$ cat config.mk
export PLATFORM = sky130hd
export DESIGN_NAME = fetch_stage
export DESIGN_NICKNAME = d
export VERILOG_FILES = /design/src/rtl/cpu_pkg.sv /design/src/rtl/fetch_stage_if_id_reg.sv /design/src/rtl/fetch_stage.sv
export SDC_FILE = /design/constraint.sdc
export NUM_CORES = 1
export LEC_CHECK = 0
export ABC_AREA = 1
export CAP_MARGIN = 10
export CORE_ASPECT_RATIO = 1.2
export CORE_UTILIZATION = 40
export DETAILED_ROUTE_END_ITERATION = 16
export PLACE_DENSITY = 0.74
export SLEW_MARGIN = 10
export SYNTH_ARGS = -nofsm -noshare
export SYNTH_HDL_FRONTEND = slang
export SYNTH_SLANG_ARGS = --single-unit
$ cat constraint.sdc
create_clock -name clk -period 4.65 [get_ports clk]
set_input_delay 1.1625 -clock clk [delete_from_list [all_inputs] [get_ports clk]]
set_output_delay 1.1625 -clock clk [all_outputs]
set_load 0.01 [all_outputs]
$ cat src/rtl/cpu_pkg.sv
// Shared CPU definitions: opcodes used by the front end, the NOP encoding
// and the fetch-stage state encoding.
package cpu_pkg;

    localparam logic [3:0]  OP_B      = 4'hC;
    localparam logic [3:0]  OP_JAL    = 4'hD;
    localparam logic [3:0]  OP_JR     = 4'hE;
    localparam logic [3:0]  OP_HLT    = 4'hF;
    localparam logic [15:0] NOP_INSTR = 16'h0000;

    typedef enum logic [1:0] {
        BOOT      = 2'b00,
        FETCH     = 2'b01,
        HALT_WAIT = 2'b10
    } fetch_state_e;

    function automatic logic is_hlt(input logic [15:0] instr);
        return instr[15:12] == OP_HLT;
    endfunction

endpackage

$ cat src/rtl/fetch_stage_if_id_reg.sv
// Generic pipeline register with hold and squash; squash inserts a bubble
// (NOP, invalid) while leaving the PC-increment field untouched.
module if_id_reg
    import cpu_pkg::*;
#(
    parameter int DATA_W = 16
) (
    input  logic              clk,
    input  logic              rst,
    input  logic              hold_i,
    input  logic              squash_i,
    input  logic [DATA_W-1:0] instr_i,
    input  logic [DATA_W-1:0] pc_inc_i,
    output logic [DATA_W-1:0] instr_o,
    output logic [DATA_W-1:0] pc_inc_o,
    output logic              valid_o
);

    logic [DATA_W-1:0] instr_q;
    logic [DATA_W-1:0] pc_inc_q;
    logic              valid_q;

    // Pipeline register: squash beats hold beats load.
    always_ff @(posedge clk or posedge rst) begin
        if (rst) begin
            instr_q  <= DATA_W'(NOP_INSTR);
            pc_inc_q <= '0;
            valid_q  <= 1'b0;
        end else if (squash_i) begin
            instr_q  <= DATA_W'(NOP_INSTR);
            valid_q  <= 1'b0;
        end else if (hold_i) begin
            instr_q  <= instr_q;
            pc_inc_q <= pc_inc_q;
            valid_q  <= valid_q;
        end else begin
            instr_q  <= instr_i;
            pc_inc_q <= pc_inc_i;
            valid_q  <= 1'b1;
        end
    end

    assign instr_o  = instr_q;
    assign pc_inc_o = pc_inc_q;
    assign valid_o  = valid_q;

endmodule

$ cat src/rtl/fetch_stage.sv
// Instruction-fetch stage: owns the PC, drives instruction memory and feeds
// the IF/ID register, honouring stall, redirect and HLT freeze.
module fetch_stage
    import cpu_pkg::*;
#(
    parameter logic [15:0] RESET_PC = 16'h0000
) (
    input  logic        clk,
    input  logic        rst,
    input  logic        stall,
    input  logic        redirect,
    input  logic [15:0] redirect_pc,
    input  logic [15:0] im_instr,
    output logic [15:0] im_addr,
    output logic        im_rd_en,
    output logic [15:0] pc,
    output logic [15:0] if_id_instr,
    output logic [15:0] if_id_pc_inc,
    output logic        if_id_valid,
    output logic        fetch_halted
);

    fetch_state_e state_q, state_d;
    logic [15:0]  pc_q, pc_d;
    logic [15:0]  pc_inc_s;
    logic         hold_s;
    logic         squash_s;

    assign pc_inc_s = pc_q + 16'h0001;

    // State and PC registers.
    always_ff @(posedge clk or posedge rst) begin
        if (rst) begin
            state_q <= BOOT;
            pc_q    <= RESET_PC;
        end else begin
            state_q <= state_d;
            pc_q    <= pc_d;
        end
    end

    // Next state, next PC and IF/ID control; redirect > stall > sequential.
    always_comb begin
        state_d  = state_q;
        pc_d     = pc_q;
        hold_s   = 1'b0;
        squash_s = 1'b0;
        case (state_q)
            BOOT: begin
                state_d  = FETCH;
                squash_s = 1'b1;
            end
            FETCH: begin
                if (redirect) begin
                    pc_d     = redirect_pc;
                    squash_s = 1'b1;
                end else if (stall) begin
                    hold_s = 1'b1;
                end else if (is_hlt(im_instr)) begin
                    state_d = HALT_WAIT;
                end else begin
                    pc_d = pc_inc_s;
                end
            end
            HALT_WAIT: begin
                if (redirect) begin
                    pc_d     = redirect_pc;
                    squash_s = 1'b1;
                    state_d  = FETCH;
                end else if (stall) begin
                    hold_s = 1'b1;
                end else begin
                    squash_s = 1'b1;
                end
            end
            default: begin
                state_d  = BOOT;
                pc_d     = RESET_PC;
                squash_s = 1'b1;
            end
        endcase
    end

    // Outputs decoded from the current state.
    always_comb begin
        im_rd_en     = 1'b0;
        fetch_halted = 1'b0;
        case (state_q)
            FETCH:     im_rd_en = 1'b1;
            HALT_WAIT: fetch_halted = 1'b1;
            default: begin
                im_rd_en     = 1'b0;
                fetch_halted = 1'b0;
            end
        endcase
    end

    assign im_addr = pc_q;
    assign pc      = pc_q;

    if_id_reg #(.DATA_W(16)) u_if_id (
        .clk      (clk),
        .rst      (rst),
        .hold_i   (hold_s),
        .squash_i (squash_s),
        .instr_i  (im_instr),
        .pc_inc_i (pc_inc_s),
        .instr_o  (if_id_instr),
        .pc_inc_o (if_id_pc_inc),
        .valid_o  (if_id_valid)
    );

endmodule
==> results.json <==
{
  "die_w_um": 77.0,
  "drt-total-wl_um": 6860,
  "first_pass_iters": 4,
  "cts_root_buf": "clkbuf_8",
  "drt_iter0_markers": 108,
  "ctsResizeCount": 0,
  "rr_endpoint": "u_if_id.pc_inc_o[10]$_DFFE_PP0P_",
  "detail-route-antenna-nets": 0,
  "synthTopCellsByArea": "dfrtp_1 (47%), nand2_1 (20%), a22o_1 (5.5%), buf_4 (5.0%), inv_1 (2.9%)",
  "place_area_mm2": 0.00364,
  "antenna_found_initial": 0,
  "hold_end": "u_if_id.pc_inc_o[7]$_DFFE_PP0P_",
  "post_cts_buffers": 0,
  "ctsHoldBuffers": 0,
  "grt_pass1_vias": 2424,
  "setup_violations": 0,
  "grt_pass1_wl_um": 11300,
  "syn_area_mm2": 0.00270,
  "synthMuxAreaShare_pct": 0,
  "max-vdd-ir-drop_mv": 0.297,
  "fin_nets": 461,
  "synth_nets": 377,
  "period_needed_ps": 2870,
  "critPathLaunch": "state_q[1]$_DFFE_PP0P_",
  "max_freq_ghz": 0.349,
  "clock_skew_ps": 7.71,
  "tightest_slew_ps": 1030,
  "cts_max_level": 2,
  "clock-sinks": 51,
  "cap_viol_max_count": 0,
  "synthSimpleGateAreaFrac_pct": 28.1,
  "cts_tree": "built",
  "hold_depth": 2,
  "yosysSeqAreaShare_pct": 47.3,
  "finalHoldViolCount": 0,
  "end_kind": "primary output",
  "start_util_pct": 41.6,
  "grt_use_total_pct": 20.1,
  "maxSlewViolCount": 0,
  "p_leak_nw": 1.76,
  "place_congestion": 0.842,
  "synth_top_area_share_pct": 47.3,
  "ios": 103,
  "max_stage_delay_ps": 570,
  "synth_top_family_by_area": "simple AND/OR/NAND/NOR gates",
  "clkSlewWorstSetupHoldPaths_ps": 90,
  "antenna_cells": 0,
  "via_per_inst": 4.90,
  "r2r_slack_ps": 2460,
  "rows": 32,
  "drcViolationCount": 0,
  "reg2reg_depth": 9,
  "syn_inst": 335,
  "arrival_ps": 1710,
  "worstSetupPathType": "reg2out",
  "fin_area_mm2": 0.00375,
  "crit_path_max_fanout": 6,
  "status": "complete, no violations",
  "dr_total_vias": 2477,
  "grt_max_degree": 52,
  "yosysWarnings": 0,
  "synthXorXnorAreaFrac_pct": 1.95,
  "synth_top_area_cell": "dfrtp_1",
  "hp-class": "reg2reg",
  "hold_start": "u_if_id.pc_inc_o[7]$_DFFE_PP0P_",
  "synth-compound-area-share_pct": 10.0,
  "grt_overflow": 0,
  "insertion_delay_ps": 300,
  "worst_r2r_startpoint": "state_q[1]$_DFFE_PP0P_",
  "final_cell_mix": "nand2_1 (145), clkdlybuf4s50_1 (102), dfrtp_1 (51)",
  "post_drt_wl_per_cell_um": 13.6,
  "clk_path_buf_depth": 2,
  "power_density_mw_per_mm2": 672,
  "dieArea_mm2": 0.00708,
  "fp.coreArea_mm2": 0.00649,
  "synth.distinct_cells": 26,
  "dpl.hpwl_um": 4970,
  "start_kind": "flip-flop",
  "crit_chain": "inv_1, ha_1, clkdlybuf4s50_1",
  "relSlewSlack_pct": 31.1,
  "port_buffers": 102,
  "ys_seq_elements": 51,
  "slowest_stage": "clkdlybuf4s50_1",
  "cts_buffers": 5,
  "nFillCells": 623,
  "die_y_um": 92.0,
  "area.growth.synth_to_final_pct": 39.2,
  "synth_adder_area_share_pct": 2.78,
  "syn_area_per_cell_um2": 8.05,
  "period_share_pct": 61.7,
  "layout_commonest_cell": "nand2_1",
  "grt_setup_unrepaired": "no",
  "layout-drive-gt1-share_pct": 4.76,
  "setup_tns_ps": 0,
  "required_ps": 3490
}
[logic make-up after synthesis]
family,count (synthesis)
AO/OA/AOI/OAI,39
AND/OR/NAND/NOR,186
XOR/XNOR,6
buffers and inverters,47
adder cells (fa/ha/maj),6
flip-flops,51
[metal layers]
metal | global-route usage [%] | wire length (um) | vias up | part of all wire (%)
li1 | - | - | 1226 | -
met1 | 25.8 | 3100 | 1163 | 45
met2 | 33.9 | 3280 | 78 | 48
met3 | 3.08 | 341 | 10 | 5.0
met4 | 7.69 | 140 | 0 | 2.0
met5 | 0 | 0 | - | 0
[sequential cells by signal, indices dropped and copies added (netlist names)]
| register | flops |
|---|---|
| im_addr | 16 |
| u_if_id.pc_inc_o | 16 |
| u_if_id.valid_o | 1 |
| u_if_id.instr_o | 16 |
| state_q | 2 |
[Yosys cell counts (all sizes together)]
master / n
a22oi: 1
nand3b: 1
a21oi: 2
nand4: 3
buf: 25
o31ai: 1
nand3: 10
a22o: 17
xnor2: 2
inv: 22
a31oi: 5
nor3: 1
xor2: 4
nand2: 148
ha: 6
o21ai: 13
nor2: 23
dfrtp: 51
[stage by stage]
step | power, mW | hold WS [ps] | instances | utilization (%) | setup WS, ps
global route | 2.70 | 516 | 505 | 57.9 | 1710
global placement | 2.19 | 463 | 497 | 56.2 | 1680
CTS | 2.54 | 498 | 505 | 57.9 | 1780
floorplan | 1.64 | 515 | 335 | - | 2260
detailed placement | 2.22 | 473 | 497 | 56.2 | 1630
finish | 2.52 | 498 | 505 | 57.9 | 1780
[how the worst max path moves through the flow]
| stage | to | depth (start not counted) | slack [ps] |
|---|---|---|---|
| after detailed placement | u_if_id.pc_inc_o[10]$_DFFE_PP0P_ | 8 | 1630 |
| after global routing | im_rd_en | 3 | 1710 |
| after CTS | im_rd_en | 3 | 1780 |
| final | im_rd_en | 3 | 1780 |
| after global placement | u_if_id.pc_inc_o[13]$_DFFE_PP0P_ | 7 | 1680 |
| after floorplan | im_addr[0]$_DFFE_PP0P_ | 1 | 2260 |
[worst max-delay path, delay by kind of cell (launching register included)]
family,cells,cell delay [ps]
adders and majority gates,1,280
buffers and inverters,2,700
DFF,1,420
[power breakdown]
part / total [mW] / switching [mW] / internal, mW
Combinational: 1.37 / 0.701 / 0.672
Clock: 0.307 / 0.147 / 0.160
Sequential: 0.844 / 0.200 / 0.643
Total: 2.52 / 1.05 / 1.48
[layout make-up]
| class | instances | area, um2 | share of cell area (%) |
|---|---|---|---|
| Sequential cell | 51 | 1280 | 34.0 |
| Multi-Input combinational cell | 237 | 1160 | 30.8 |
| Timing Repair Buffer | 102 | 1020 | 27.2 |
| Tap cell | 85 | 106 | 2.83 |
| Inverter | 22 | 82.6 | 2.20 |
| Clock buffer | 5 | 68.8 | 1.83 |
| Clock inverter | 3 | 43.8 | 1.17 |
Power figures use the tool's default switching activity.
